$ cat src/rtl/ctrl_pkg.sv
// rtl/ctrl_pkg.sv - state enum, opcodes and datapath mux encodings for the multicycle controller
// The TRAP state exists only when ILLEGAL_OP_TRAP_EN is defined.
package ctrl_pkg;

  typedef enum logic [3:0] {
    S_FETCH    = 4'd0,
    S_DECODE   = 4'd1,
    S_MEMADR   = 4'd2,
    S_MEMREAD  = 4'd3,
    S_MEMWB    = 4'd4,
    S_MEMWRITE = 4'd5,
    S_EXECUTER = 4'd6,
    S_EXECUTEI = 4'd7,
    S_ALUWB    = 4'd8,
    S_JAL      = 4'd9,
    S_BEQ      = 4'd10,
    S_LUI      = 4'd11
`ifdef ILLEGAL_OP_TRAP_EN
    , S_TRAP   = 4'd12
`endif
  } state_t;

  localparam logic [6:0] OP_LW    = 7'b0000011;
  localparam logic [6:0] OP_SW    = 7'b0100011;
  localparam logic [6:0] OP_RTYPE = 7'b0110011;
  localparam logic [6:0] OP_ITYPE = 7'b0010011;
  localparam logic [6:0] OP_JAL   = 7'b1101111;
  localparam logic [6:0] OP_BEQ   = 7'b1100011;
  localparam logic [6:0] OP_LUI   = 7'b0110111;

  // result_mux select
  localparam logic [1:0] RES_ALU    = 2'b00;
  localparam logic [1:0] RES_RDATA  = 2'b01;
  localparam logic [1:0] RES_PCP4   = 2'b10;
  localparam logic [1:0] RES_IMM    = 2'b11;

  localparam logic [1:0] SRCA_PC    = 2'b00;
  localparam logic [1:0] SRCA_OLDPC = 2'b01;
  localparam logic [1:0] SRCA_RS1   = 2'b10;

  localparam logic [1:0] SRCB_RS2   = 2'b00;
  localparam logic [1:0] SRCB_IMM   = 2'b01;
  localparam logic [1:0] SRCB_FOUR  = 2'b10;

  localparam logic [1:0] ALUOP_ADD  = 2'b00;
  localparam logic [1:0] ALUOP_SUB  = 2'b01;
  localparam logic [1:0] ALUOP_FUNC = 2'b10;

  typedef struct packed {
    logic       pc_write;
    logic       pc_src;
    logic       adr_src;
    logic       ir_write;
    logic       mem_write;
    logic       reg_write;
    logic [1:0] result_src;
    logic [1:0] alu_src_a;
    logic [1:0] alu_src_b;
    logic [1:0] alu_op;
  } ctrl_word_t;

endpackage

$ cat src/rtl/ctrl_output_decode.sv
// rtl/ctrl_output_decode.sv - Moore output decode: state (plus Zero/MemReady qualifiers) to control word
module ctrl_output_decode
  import ctrl_pkg::*;
(
  input  state_t     state_i,
  input  logic       zero_i,
  input  logic       mem_ready_i,
  output ctrl_word_t ctrl_o
);

  always_comb begin
    ctrl_o = '0;
    unique case (state_i)
      S_FETCH: begin
        ctrl_o.adr_src    = 1'b0;
        ctrl_o.alu_src_a  = SRCA_PC;
        ctrl_o.alu_src_b  = SRCB_FOUR;
        ctrl_o.alu_op     = ALUOP_ADD;
        ctrl_o.result_src = RES_PCP4;
        ctrl_o.ir_write   = mem_ready_i;
        ctrl_o.pc_write   = mem_ready_i;
      end
      S_DECODE: begin
        ctrl_o.alu_src_a  = SRCA_OLDPC;
        ctrl_o.alu_src_b  = SRCB_IMM;
        ctrl_o.alu_op     = ALUOP_ADD;
      end
      S_MEMADR: begin
        ctrl_o.alu_src_a  = SRCA_RS1;
        ctrl_o.alu_src_b  = SRCB_IMM;
        ctrl_o.alu_op     = ALUOP_ADD;
      end
      S_MEMREAD:  ctrl_o.adr_src = 1'b1;
      S_MEMWB: begin
        ctrl_o.result_src = RES_RDATA;
        ctrl_o.reg_write  = 1'b1;
      end
      S_MEMWRITE: begin
        ctrl_o.adr_src    = 1'b1;
        ctrl_o.mem_write  = 1'b1;
      end
      S_EXECUTER: begin
        ctrl_o.alu_src_a  = SRCA_RS1;
        ctrl_o.alu_src_b  = SRCB_RS2;
        ctrl_o.alu_op     = ALUOP_FUNC;
      end
      S_EXECUTEI: begin
        ctrl_o.alu_src_a  = SRCA_RS1;
        ctrl_o.alu_src_b  = SRCB_IMM;
        ctrl_o.alu_op     = ALUOP_FUNC;
      end
      S_ALUWB: begin
        ctrl_o.result_src = RES_ALU;
        ctrl_o.reg_write  = 1'b1;
      end
      S_JAL: begin
        ctrl_o.result_src = RES_PCP4;
        ctrl_o.reg_write  = 1'b1;
        ctrl_o.pc_src     = 1'b1;
        ctrl_o.pc_write   = 1'b1;
      end
      S_BEQ: begin
        ctrl_o.alu_src_a  = SRCA_RS1;
        ctrl_o.alu_src_b  = SRCB_RS2;
        ctrl_o.alu_op     = ALUOP_SUB;
        ctrl_o.pc_src     = 1'b1;
        ctrl_o.pc_write   = zero_i;
      end
      S_LUI: begin
        ctrl_o.result_src = RES_IMM;
        ctrl_o.reg_write  = 1'b1;
      end
      default: ctrl_o = '0;
    endcase
  end

endmodule

$ cat src/rtl/multicycle_ctrl.sv
// rtl/multicycle_ctrl.sv - multicycle RISC-V main controller FSM (state register + next-state logic)
// ILLEGAL_OP_TRAP_EN adds a sticky TRAP state and the Illegal output for unknown opcodes.
module multicycle_ctrl
  import ctrl_pkg::*;
(
  input  logic       clk,
  input  logic       rst_n,
  input  logic [6:0] op,
  input  logic       Zero,
  input  logic       MemReady,
  output logic       PCWrite,
  output logic       PCSrc,
  output logic       AdrSrc,
  output logic       IRWrite,
  output logic       MemWrite,
  output logic       RegWrite,
  output logic [1:0] ResultSrc,
  output logic [1:0] ALUSrcA,
  output logic [1:0] ALUSrcB,
  output logic [1:0] ALUOp
`ifdef ILLEGAL_OP_TRAP_EN
  ,
  output logic       Illegal
`endif
);

  state_t     state_q, state_d;
  ctrl_word_t ctrl;

  always_ff @(posedge clk or negedge rst_n) begin
    if (!rst_n) state_q <= S_FETCH;
    else        state_q <= state_d;
  end

  always_comb begin
    state_d = S_FETCH;
    unique case (state_q)
      S_FETCH:    state_d = MemReady ? S_DECODE : S_FETCH;
      S_DECODE: begin
        case (op)
          OP_LW, OP_SW: state_d = S_MEMADR;
          OP_RTYPE:     state_d = S_EXECUTER;
          OP_ITYPE:     state_d = S_EXECUTEI;
          OP_JAL:       state_d = S_JAL;
          OP_BEQ:       state_d = S_BEQ;
          OP_LUI:       state_d = S_LUI;
`ifdef ILLEGAL_OP_TRAP_EN
          default:      state_d = S_TRAP;
`else
          default:      state_d = S_FETCH;
`endif
        endcase
      end
      S_MEMADR:   state_d = (op == OP_LW) ? S_MEMREAD : S_MEMWRITE;
      S_MEMREAD:  state_d = MemReady ? S_MEMWB : S_MEMREAD;
      S_MEMWRITE: state_d = MemReady ? S_FETCH : S_MEMWRITE;
      S_EXECUTER, S_EXECUTEI: state_d = S_ALUWB;
`ifdef ILLEGAL_OP_TRAP_EN
      S_TRAP:     state_d = S_TRAP;
`endif
      default:    state_d = S_FETCH;
    endcase
  end

  ctrl_output_decode u_decode (
    .state_i     (state_q),
    .zero_i      (Zero),
    .mem_ready_i (MemReady),
    .ctrl_o      (ctrl)
  );

  // Write enables are gated by rst_n so an in-flight store is dropped the moment reset asserts.
  assign PCWrite   = rst_n & ctrl.pc_write;
  assign IRWrite   = rst_n & ctrl.ir_write;
  assign MemWrite  = rst_n & ctrl.mem_write;
  assign RegWrite  = rst_n & ctrl.reg_write;
  assign PCSrc     = ctrl.pc_src;
  assign AdrSrc    = ctrl.adr_src;
  assign ResultSrc = ctrl.result_src;
  assign ALUSrcA   = ctrl.alu_src_a;
  assign ALUSrcB   = ctrl.alu_src_b;
  assign ALUOp     = ctrl.alu_op;

`ifdef ILLEGAL_OP_TRAP_EN
  assign Illegal = (state_q == S_TRAP);
`endif

endmodule

$ cat config.mk
export PLATFORM = sky130hd
export DESIGN_NAME = multicycle_ctrl
export DESIGN_NICKNAME = d
export VERILOG_FILES = /design/src/rtl/ctrl_pkg.sv /design/src/rtl/ctrl_output_decode.sv /design/src/rtl/multicycle_ctrl.sv
export SDC_FILE = /design/constraint.sdc
export NUM_CORES = 1
export LEC_CHECK = 0
export CAP_MARGIN = 20
export CORE_MARGIN = 1
export CORE_UTILIZATION = 30
export CTS_CLUSTER_DIAMETER = 100
export DETAILED_ROUTE_END_ITERATION = 16
export GPL_ROUTABILITY_DRIVEN = 0
export PLACE_DENSITY = 0.59
export SLEW_MARGIN = 30
export SYNTH_ARGS = -nofsm -noshare
export SYNTH_HDL_FRONTEND = slang
export SYNTH_SLANG_ARGS = --single-unit
$ cat constraint.sdc
create_clock -name clk -period 1.9 [get_ports clk]
set_clock_uncertainty 0.05 [all_clocks]
set_input_delay 0.475 -clock clk [delete_from_list [all_inputs] [get_ports clk]]
set_output_delay 0.475 -clock clk [all_outputs]
set_load 0.01 [all_outputs]
==> results of run 1 <==
[power by group through the flow]
stage / logic (uW) / registers, uW / clock network [uW]
floorplan: 77.7 / 94.3 / 0
global placement: 192 / 94.7 / 0
detailed placement: 194 / 94.9 / 0
CTS: 211 / 94.6 / 110
global route: 253 / 95.5 / 108
finish: 234 / 95.5 / 101
[layout make-up]
| cell class | count | area (sq um) |
|---|---|---|
| clock buffers | 3 | 22.5 |
| fillers | 130 | 448 |
| inverters | 2 | 7.51 |
| multi-input cells | 66 | 522 |
| flip-flops and latches | 4 | 104 |
| well taps | 24 | 30.0 |
| repair buffers | 57 | 460 |
[per-layer routing]
metal / up-vias / global-route usage, % / share of wire, %
li1: 392 / - / -
met1: 365 / 26.5 / 45
met2: 26 / 38.8 / 51
met3: 2 / 3.27 / 2.9
met4: 0 / 3.03 / 0.42
met5: - / 0 / 0
[cell families (layout without fill, tap and decap cells)]
kind of cell | count (synthesis) | after routing | synth area share (%)
multiplexers | 1 | 1 | 1.85
AND/OR/NAND/NOR | 45 | 45 | 48.8
XOR/XNOR | 2 | 2 | 3.24
buffers and inverters | 7 | 62 | 6.48
AO/OA/AOI/OAI | 18 | 18 | 21.1
flip-flops | 4 | 4 | 18.5
[cell usage in the layout, fill, tap and decap left out, types with 2 or more instances in the layout]
cell,n
buf_4,25
buf_2,12
buf_6,8
a21oi_1,6
nand2_1,6
nor2_1,5
nand2b_1,4
dlygate4sd2_1,4
clkdlybuf4s50_1,4
nor2b_4,3
nor3b_1,3
a21oi_2,3
clkbuf_4,3
dlymetal6s2s_1,3
dfrtp_2,3
nand2b_4,2
nor3_2,2
and2_1,2
nor4_1,2
o211ai_1,2
inv_1,2
o21ai_1,2
o22ai_1,2
and3_1,2
[worst paths after layout]
check | to | slack, ns | cells past startpoint
worst max register to register | state_q[2]$_DFF_PN0_ | 0.02 | 6
worst max-delay path | PCWrite | -0.06 | 6
worst min-delay path | state_q[3]$_DFF_PN0_ | 0.30 | 2
worst min register to register | state_q[3]$_DFF_PN0_ | 0.70 | 2
min in group clk | state_q[3]$_DFF_PN0_ | 0.64 | 4
max in group asynchronous | state_q[2]$_DFF_PN0_ | 1.38 | 2
[what timing repair did]
| item | 4_1_cts | 5_1_grt |
|---|---|---|
| resized for setup | 75 | 18 |
| setup buffers | 8 | 1 |
| pin swaps | 4 | 11 |
| setup endpoints to repair | 16 | 12 |
[stage by stage]
stage               TNS (ns)  power [uW]  instances  worst slack [ns]  util (%)
finish               -0.0631         430        156           -0.0616      71.9
global route          -0.402         457        156            -0.124      71.9
CTS                  -0.0817         415        155           -0.0666      67.2
detailed placement     -2.85         289        144            -0.438      60.4
global placement       -2.89         287        144            -0.424      60.4
floorplan                  0         172         77           0.00255         -
[Yosys cell counts, types with 2 or more instances]
library cell / instances / area, sq um
and3_1: 2 / 12.5
nor2_1: 6 / 22.5
o21ai_0: 2 / 10.0
clkbuf_1: 2 / 7.51
nand2b_1: 6 / 37.5
nand2_1: 7 / 26.3
and2_1: 2 / 12.5
nor4_1: 3 / 18.8
a21oi_1: 9 / 45.0
nor3_1: 3 / 15.0
o22ai_1: 2 / 12.5
nor3b_1: 4 / 30.0
o211ai_1: 2 / 15.0
inv_1: 2 / 7.51
nor2b_1: 4 / 25.0
dfrtp_1: 4 / 100
==> flow_summary.json, run 1 <==
{
  "outcome": "finished, violations left",
  "violations": "setup timing",
  "h-tree-depth": 1,
  "cap_violations": 0,
  "swShare_pct": 31.8,
  "ant_nets": 0,
  "drc": 0,
  "yosys_warnings": 0,
  "cp_cell_sequence": "nor2b_4 > buf_6 > a21oi_2 > mux2i_1 > and3b_1 > buf_2",
  "clockBufferDepth": 2,
  "core_sq_um": 1590,
  "syn_area_sq_um": 541,
  "rsz0062_at_grt": "yes",
  "worst_slew_pin_slew_ns": 0.349,
  "grt_pass1_vias": 761,
  "synth-edff-count": 0,
  "power_switching_uw": 137,
  "ir_drop_mv": 0.294,
  "crit_path_max_incr_delay_ns": 0.46,
  "top_register": "state_q",
  "cts-root-buf": "clkbuf_4",
  "grt_max_degree": 9,
  "pwr-share-comb_pct": 54.4,
  "power.internal_uw": 293,
  "startpoint_type": "flop",
  "fin_ws_ns": -0.0616,
  "hpwl_mm": 1.26,
  "grt_usage_pct": 21.2,
  "timing.slew.headroom_pct": 76.7,
  "max_freq_ghz": 0.510,
  "drive_gt1_share_pct": 53.8,
  "crit_type": "reg -> out",
  "largest_register_ffs": 4,
  "async_flop_share_pct": 100,
  "grt_first_pass_wirelength_mm": 3.20,
  "power.density_nw_per_um2": 375,
  "reg2reg_from": "state_q[0]$_DFF_PN0_",
  "io-pin-count": 25,
  "final-setup-viol-count": 2,
  "stdcell_area_sq_um": 1150,
  "drtPass1Iterations": 4,
  "finalHoldViolations": 0,
  "crit_slowest_cell": "dfrtp_2",
  "fin_crit_sh_pct": 103,
  "vias_per_cell": 5.03,
  "ys_ff_latch": 4,
  "initial_utilization_pct": 33.9,
  "cp-startpoint": "state_q[1]$_DFF_PN0_",
  "cts_buffers": 3,
  "min_path_type": "in -> async",
  "syn_nets": 88,
  "vias": 785,
  "antenna_cells": 0,
  "clkSinkCount": 4,
  "cp-end-kind": "output port",
  "path_max_fanout": 6,
  "area_delta_synth_final_pct": 112,
  "synthCells": 77,
  "avgSynthCellArea_sq_um": 7.02,
  "fin_hold_ws_ns": 0.303,
  "clk_latency_ns": 0.23,
  "num-nets-final": 145,
  "fp.dieH_um": 44.4,
  "drt-initial-drc-count": 5,
  "dpl_cell_area_sq_um": 963,
  "cp_top_family": "flip-flops",
  "cts_hold_buf": 0,
  "clk_pin_slew_ns": 0.04,
  "clockPowerShare_pct": 23.4,
  "yosys_most_used_dff": "dfrtp_1",
  "antenna_found_initial": 0,
  "dieArea_sq_um": 1980,
  "tritoncts": "yes",
  "synth_cell_types": 33,
  "yosysSeqAreaShare_pct": 18.5,
  "row_count": 14,
  "crit_buf_inv": 2,
  "p_leak_uw": 0.000565,
  "p_seq_share_pct": 22.2,
  "slew_viol_final": 0,
  "drt_wl_total_mm": 1.92,
  "overflow": 0,
  "largest_registers": "state_q (4)",
  "critPathRequiredTime_ns": 1.37,
  "die_x_um": 44.4,
  "min_period_ns": 1.96,
  "post_drt_wl_per_cell_um": 12.3,
  "arrival_ns": 1.44,
  "port_buffers": 24
}
(Power assumes the default switching activity.)
==> run 2, diff against run 1 <==
Settings changed: CTS_CLUSTER_SIZE set to 16.
==> results of run 2 <==
No change in the layout: final DEF, timing and power equal those of run 1.
